$ cat src/rtl/s4ga_pkg.sv
// rtl/s4ga_pkg.sv - shared types, default geometry and helpers for the S4GA config streamer
package s4ga_pkg;

   // Streamer control states
   typedef enum logic [1:0] {
      ST_IDLE  = 2'd0,
      ST_LOAD  = 2'd1,
      ST_SHIFT = 2'd2,
      ST_DONE  = 2'd3
   } state_e;

   // Default fabric geometry: 16 LUTs of 4 inputs, 32 config bits per LUT
   localparam int DEF_N        = 16;
   localparam int DEF_K        = 4;
   localparam int DEF_SI_W     = 4;
   localparam int DEF_WORD_W   = 16;
   localparam int DEF_CFG_BITS = DEF_N * 32;

   // Derived framing for the default geometry
   localparam int NIB_PER_WORD    = DEF_WORD_W / DEF_SI_W;
   localparam int WORDS_PER_FRAME = DEF_CFG_BITS / DEF_WORD_W;

   // A word must split into whole nibbles and a frame into whole words
   function automatic bit geometry_ok(input int si_w, input int word_w, input int cfg_bits);
      return (si_w > 0) && (word_w >= si_w) && ((word_w % si_w) == 0) &&
             (cfg_bits >= word_w) && ((cfg_bits % word_w) == 0);
   endfunction

   // Counter width for a range of n values, never narrower than one bit
   function automatic int cnt_width(input int n);
      return (n > 1) ? $clog2(n) : 1;
   endfunction

   localparam bit DEF_GEOMETRY_OK = geometry_ok(DEF_SI_W, DEF_WORD_W, DEF_CFG_BITS);

endpackage

$ cat src/rtl/s4ga_piso.sv
// rtl/s4ga_piso.sv - parallel-in serial-out register shifting right STEP bits per cycle
module s4ga_piso #(
   parameter int WIDTH = 16,
   parameter int STEP  = 4
) (
   input  logic             clk,
   input  logic             rst,
   input  logic             load,
   input  logic             shift,
   input  logic [WIDTH-1:0] data,
   output logic [STEP-1:0]  q
);

   logic [WIDTH-1:0] sreg;

   // Load takes priority so a back-to-back word replaces the drained one without a bubble
   always_ff @(posedge clk) begin
      if (rst) begin
         sreg <= '0;
      end else if (load) begin
         sreg <= data;
      end else if (shift) begin
         sreg <= sreg >> STEP;
      end
   end

   assign q = sreg[STEP-1:0];

endmodule

$ cat src/rtl/s4ga_cfg_streamer.sv
// rtl/s4ga_cfg_streamer.sv - frames one configuration bitstream onto the S4GA serial config bus
module s4ga_cfg_streamer
   import s4ga_pkg::*;
#(
   parameter int N        = DEF_N,
   parameter int K        = DEF_K,
   parameter int SI_W     = DEF_SI_W,
   parameter int WORD_W   = DEF_WORD_W,
   parameter int CFG_BITS = N * 32
) (
   input  logic              clk,
   input  logic              rst,
   input  logic              start,
   input  logic [WORD_W-1:0] word_in,
   input  logic              word_valid,
   output logic              word_ready,
   output logic [SI_W-1:0]   si,
   output logic              si_en,
   output logic              busy,
   output logic              done,
   output logic              underrun
);

   localparam int NPW   = WORD_W / SI_W;
   localparam int WPF   = CFG_BITS / WORD_W;
   localparam int NIB_W = cnt_width(NPW);
   localparam int WRD_W = cnt_width(WPF);

   localparam logic [NIB_W-1:0] NIB_LAST = NIB_W'(NPW - 1);
   localparam logic [WRD_W-1:0] WRD_LAST = WRD_W'(WPF - 1);
   localparam logic             NIB_ONE  = 1'(NPW == 1);

   if (!geometry_ok(SI_W, WORD_W, CFG_BITS) || (K < 1)) begin : g_bad_geometry
      $error("s4ga_cfg_streamer: WORD_W must be a multiple of SI_W and CFG_BITS a multiple of WORD_W");
   end

   state_e           state;
   logic [NIB_W-1:0] nib_cnt;
   logic [WRD_W-1:0] word_cnt;
   logic             handshake;
   logic             last_nib;
   logic             last_word;
   logic [SI_W-1:0]  piso_q;

   assign handshake = word_valid && word_ready;
   assign last_nib  = (nib_cnt == NIB_LAST);
   assign last_word = (word_cnt == WRD_LAST);

   s4ga_piso #(
      .WIDTH (WORD_W),
      .STEP  (SI_W)
   ) u_piso (
      .clk   (clk),
      .rst   (rst),
      .load  (handshake),
      .shift (state == ST_SHIFT),
      .data  (word_in),
      .q     (piso_q)
   );

   // The bus is forced quiet whenever no nibble is being presented
   assign si = si_en ? piso_q : '0;

   // Frame control: counters track the word being shifted and the nibble on si
   always_ff @(posedge clk) begin
      if (rst) begin
         state      <= ST_IDLE;
         nib_cnt    <= '0;
         word_cnt   <= '0;
         word_ready <= 1'b0;
         si_en      <= 1'b0;
         busy       <= 1'b0;
         done       <= 1'b0;
         underrun   <= 1'b0;
      end else begin
         case (state)
            ST_IDLE, ST_DONE: begin
               if (start) begin
                  state      <= ST_LOAD;
                  nib_cnt    <= '0;
                  word_cnt   <= '0;
                  word_ready <= 1'b1;
                  si_en      <= 1'b0;
                  busy       <= 1'b1;
                  done       <= 1'b0;
                  underrun   <= 1'b0;
               end
            end
            ST_LOAD: begin
               if (handshake) begin
                  state      <= ST_SHIFT;
                  nib_cnt    <= '0;
                  si_en      <= 1'b1;
                  word_ready <= NIB_ONE && !last_word;
               end
            end
            ST_SHIFT: begin
               if (!last_nib) begin
                  nib_cnt    <= nib_cnt + 1'b1;
                  word_ready <= ((nib_cnt + 1'b1) == NIB_LAST) && !last_word;
               end else if (last_word) begin
                  state      <= ST_DONE;
                  nib_cnt    <= '0;
                  si_en      <= 1'b0;
                  busy       <= 1'b0;
                  done       <= 1'b1;
                  word_ready <= 1'b0;
               end else if (handshake) begin
                  word_cnt   <= word_cnt + 1'b1;
                  nib_cnt    <= '0;
                  word_ready <= NIB_ONE && ((word_cnt + 1'b1) != WRD_LAST);
               end else begin
                  state      <= ST_LOAD;
                  word_cnt   <= word_cnt + 1'b1;
                  nib_cnt    <= '0;
                  si_en      <= 1'b0;
                  word_ready <= 1'b1;
                  underrun   <= 1'b1;
               end
            end
            default: begin
               state <= ST_IDLE;
            end
         endcase
      end
   end

endmodule
$ cat config.mk
export PLATFORM = sky130hd
export DESIGN_NAME = s4ga_cfg_streamer
export DESIGN_NICKNAME = d
export VERILOG_FILES = /design/src/rtl/s4ga_pkg.sv /design/src/rtl/s4ga_piso.sv /design/src/rtl/s4ga_cfg_streamer.sv
export SDC_FILE = /design/constraint.sdc
export NUM_CORES = 1
export LEC_CHECK = 0
export ABC_AREA = 1
export CORE_AREA = 2 2 72 74
export CTS_CLUSTER_DIAMETER = 120
export DETAILED_ROUTE_END_ITERATION = 16
export DIE_AREA = 0 0 74 76
export HOLD_SLACK_MARGIN = 0.15
export SLEW_MARGIN = 10
export SYNTH_ARGS = -nofsm -noshare
export SYNTH_HDL_FRONTEND = slang
export SYNTH_SLANG_ARGS = --single-unit
$ cat constraint.sdc
create_clock -name clk -period 1.8 [get_ports clk]
set_input_delay 0.18 -clock clk [delete_from_list [all_inputs] [get_ports clk]]
set_output_delay 0.18 -clock clk [all_outputs]
set_load 0.01 [all_outputs]
* After elaboration in Yosys (flattened, before gate mapping)
Index checks and enable logic that the tools add are counted.
Word-level totals: bits in registers 30, latch bits 0, RAM bits 0, memory bits (read-only) 0, bits of input ports 20, output and inout bits 9, word-level logic and storage cells 75, memories kept 0
Cells by class: add/sub/neg operators 2, $mul 0, divide/modulo/power cells 0, order comparisons 0, equal/unequal tests 13, shift operators 0, mux-type cells 39, bitwise logic cells 0, reduce and logical (&&, ||, !) cells 12
Operators by type and width (count):
- $mux 16 | 2
- $mux 1 | 17
- $mux 2 | 8
- $mux 5 | 3
- $ne 2x2->1 const B | 6
- $pmux 2 s3 | 2
- $reduce_and 4->1 | 3
- $pmux 5 s2 | 1
- $eq 2x2->1 const B | 4
- $pmux 1 s2 | 3
- $pmux 1 s3 | 2
- $add 5x1->5 const B | 1
- $eq 5x5->1 const B | 1
- $reduce_and 5->1 | 1
- $mux 4 | 1
- $reduce_bool 2->1 | 2
- $ne 3x3->1 const B | 1
- $add 2x1->2 const B | 1
- $eq 2x1->1 const B | 1
- $logic_and 1x1->1 | 2
- $logic_not 2->1 | 1
- $reduce_and 2->1 | 1
- $reduce_or 2->1 | 1
- $logic_not 1->1 | 1

* Depth between registers and ports, before layout
Gate-level depths: netlist of run 1.
depth after elaboration 5, depth in mapped cells 11

* By module
A second synthesis of run 1 with hierarchy kept.
Second synthesis, totals: cell total of the unflattened synthesis 248, area, all modules 1716.6 µm²
Modules (own cells, without submodules):
- s4ga_cfg_streamer | times used 1, cells an instance 127, area each 904.6 µm², seq. area each 280.3 µm²
- s4ga_piso | times used 1, cells an instance 121, area each 812.0 µm², seq. area each 320.3 µm²

* Least setup slack after synthesis of run 1
Ideal clock, no wire load.
path type reg2reg, start register word_cnt[0], end register word_cnt[0], arrival 1.328 ns, slack 0.359 ns, cell stages (with the launch flop) 11, path buffers 0, clock period less this slack 1.441 ns, cells stage by stage dfxtp_1 ha_1 nand2_1 nor2_1 ha_1 nand2_1 o21ai_4 nor2_8 o21ai_0 nand2_1 nor2_1
On the way: word-level cells in the longest chain between the ends 4, elaborated cells between the ends (all ways) 7, those cells by class 1 x add/sub; 2 x eq/ne; 3 x mux; 1 x reduce/logical
RTL lines:
- start, declared | RTL line s4ga_cfg_streamer.sv:39 | logic [WRD_W-1:0] word_cnt;
- start signal, assigned | RTL line s4ga_cfg_streamer.sv:109 | word_cnt <= word_cnt + 1'b1;
- start signal, assigned | RTL line s4ga_cfg_streamer.sv:114 | word_cnt <= word_cnt + 1'b1;
- $add 5x1->5 | RTL line s4ga_cfg_streamer.sv:109, s4ga_cfg_streamer.sv:114
- $mux 5 | RTL line s4ga_cfg_streamer.sv:101 | end else if (last_word) begin
- $mux 5 | RTL line s4ga_cfg_streamer.sv:98 | if (!last_nib) begin
- $pmux 5 s2 | RTL line s4ga_cfg_streamer.sv:76 | case (state)
Several ways; a longest one is shown, not always the timed one. The select of a mux whose other input is x is not followed. A chain may end at the register's enable or synchronous reset.

* Final worst setup path of run 1
Same ends and word-level chain as after synthesis.

==> run_results.csv, run 1 <==
group,metric,value,unit
outcome,status,"finished, final reports clean",
logic_synthesis,syn_avg_cell_area,7.20,um^2
timing,hold_viol_final,0,
floorplanning,start_util,30.8,%
timing,fmax,648,MHz
grt,grt_pass1_wl,5600,um
power,finalPower,0.00256,W
critical_path,cpMaxStageDelayCell,"dfxtp_1",
route,initialDrtViolationCount,54,
floorplanning,rows,26,
floorplanning,die_h,76,um
cts,cts_resized,0,
timing,finalSetupTns,0,ns
grt,antenna_found_initial,0,
cts,numClockSinks,30,
logic_synthesis,ys_ff_latch,30,
cts,root_buffer,"clkbuf_8",
critical_path,crit_path_start_kind,"register",
finish,drive_gt1_share,9.92,%
place,dpl-instance-area,0.00188,mm^2
power,static-leakage-power,0.807,nW
cts,cts_made_buffers,5,
flow_run,drv_cap,0,
floorplanning,die-area,0.00562,mm^2
grt,grt_pass1_vias,1291,
cts,clockBufferDepth,2,
critical_path,path_common_cell,"nand2_1",
timing,worst_pin_slew,0.392,ns
route,remaining_drc_errors,0,
hold_path,hp-class,"primary input to register",
critical_path,critPathArrivalTime,1.72,ns
critical_path,worstPathRequired,1.97,ns
logic_synthesis,syn_nets,238,
finish,nNetsFinal,271,
power,ir_worst_vdd,0.716,mV
cts,clk_latency,0.28,ns
timing,setup_viol_count_final,0,
finish,fin_cells,312,
floorplanning,die_w,74,um
timing,hold_ws,0.463,ns
critical_path,end_kind,"register",
logic_synthesis,yosys_warnings,0,
logic_synthesis,synth_seq_area_share,39.7,%
cts,cts_tree,"built",
logic_synthesis,netlist_area,0.00151,mm^2
floorplanning,core_area,0.00491,mm^2
timing,rsz0062_at_grt,"no",
floorplanning,ios,29,
timing,finalCritPeriodShare,85.8,%
route,drtAntennaViolNets,0,
critical_path,critPathMaxStageDelay,0.33,ns
critical_path,path_class,"register to register",
logic_synthesis,syn_inst,210,
timing,slew_violations,0,
timing,finalCriticalPeriod,1.54,ns
grt,grt_max_degree,18,
finish,num_antenna_cells,0,
place,gp_congestion,0.770,
critical_path,cp_max_fo,9,
route,firstDrtPassIters,4,
place,dp_cells,306,
power,p_per_area,1310,mW/mm^2
route,avgViaCountPerCell,4.42,
grt,grtUsageTotal,12.4,%
finish,fin_area,0.00196,mm^2
timing,maxSlewHeadroom,73.8,%
cts,h-tree-depth,2,
grt,overflow,0,
cts,clkTransAtPathRegs,0.06,ns
finish,synthToLayoutAreaGrowth,29.6,%
route,vias,1379,
route,routed_wl,3290,um
place,dp_hpwl,2410,um
cts,cts_hold_buf,0,
timing,skew,0.00354,ns
cts,cts_setup_buffers,0,
critical_path,crit_path_cell_trace,"ha_1 -> nand2_1 -> nor2_1 -> ha_1 -> nand2_1 -> o21ai_4 -> nor2_8 -> o21ai_0 -> nand2_1 -> nor2_1",
logic_synthesis,yosysUniqueCellTypes,24,
place,port_buffers,28,
route,wl_per_cell,10.5,um
cells in the final DEF (no fill, tap or decap):
cell type,netlist,routed
inv_2,2,2
inv_1,17,17
a31oi_1,8,8
buf_4,2,6
a21oi_2,1,1
o21ai_0,13,13
nand3_2,1,1
nor3b_1,1,1
a21oi_1,17,17
nand2_1,58,58
nand3_1,11,11
nand3_4,1,1
o21ai_4,1,1
clkdlybuf4s50_1,0,28
clkbuf_8,0,6
dfxtp_1,30,30
nand2_4,1,1
nor2_1,27,27
inv_4,1,1
ha_1,8,8
nor2_2,1,1
nand2_2,2,2
nor2_8,1,1
worst max-delay path, delay by kind of cell (launching register included):
kind | cells | cell delay, ns
flops | 1 | 0.33
fa+ha+maj | 2 | 0.40
simple gates | 6 | 0.53
compound gates | 2 | 0.20
layout make-up:
type                       instances  area (um^2)
multi-input combinational        152          785
timing repair buffer              34          325
inverter                          20         77.6
tap                               70         87.6
clock buffer                       6         82.6
fill                             524         2950
sequential                        30          601
worst paths after layout:
check	start	to	slack, ns	cells past startpoint
setup / recovery	word_cnt[0]	word_cnt[0]	0.26	10
hold / removal	word_in[14]	u_piso.sreg[14]	0.46	3
setup reg to reg	word_cnt[0]	word_cnt[0]	0.26	10
hold reg to reg	u_piso.sreg[14]	u_piso.sreg[14]	0.46	2
per-stage QoR:
stage	util [%]	worst slack (ns)
after floorplan	-	0.359
after global placement	38.2	0.285
after detailed placement	38.2	0.247
after CTS	39.9	0.234
after global routing	39.9	0.0578
final	39.9	0.256
state kept, by name (all words and copies together), names as in the netlist:
register and count:
word_cnt 5, si_en 1, underrun 1, done 1
nib_cnt 2, word_ready 1, state 2, u_piso.sreg 16
busy 1
per-layer routing:
metal  global-route usage [%]  wire length, um
met5                        0                0
met4                     4.36               38
met3                     3.57              148
met2                     17.2             1400
met1                     18.2             1700
report_power, final:
| group | switching [W] | internal [W] |
|---|---|---|
| Clock | 0.000230 | 0.000294 |
| Combinational | 0.000681 | 0.000446 |
| Sequential | 0.0000981 | 0.000816 |
cells in the mapped netlist, drive strengths merged:
cell	count	area (um^2)
nor3b	1	7.51
ha	8	100
inv	20	77.6
nand3	13	82.6
o21ai	14	81.3
a31oi	8	50.1
nand2	61	241
a21oi	18	93.8
nor2	29	128
dfxtp	30	601
clkbuf	2	7.51
buf	6	41.3
logic make-up after synthesis:
logic type,count (synthesis),share of synthesized area (%)
fa+ha+maj,8,6.62
buf+inv,28,8.36
compound gates,40,14.9
flops,30,39.7
simple gates,104,30.4
Power figures use the tool's default switching activity.
==> run 2, diff against run 1 <==
SKIP_LAST_GASP = 1   (was default)
==> results of run 2 <==
Same layout as run 1: the final DEF is identical, and so are final timing and power.
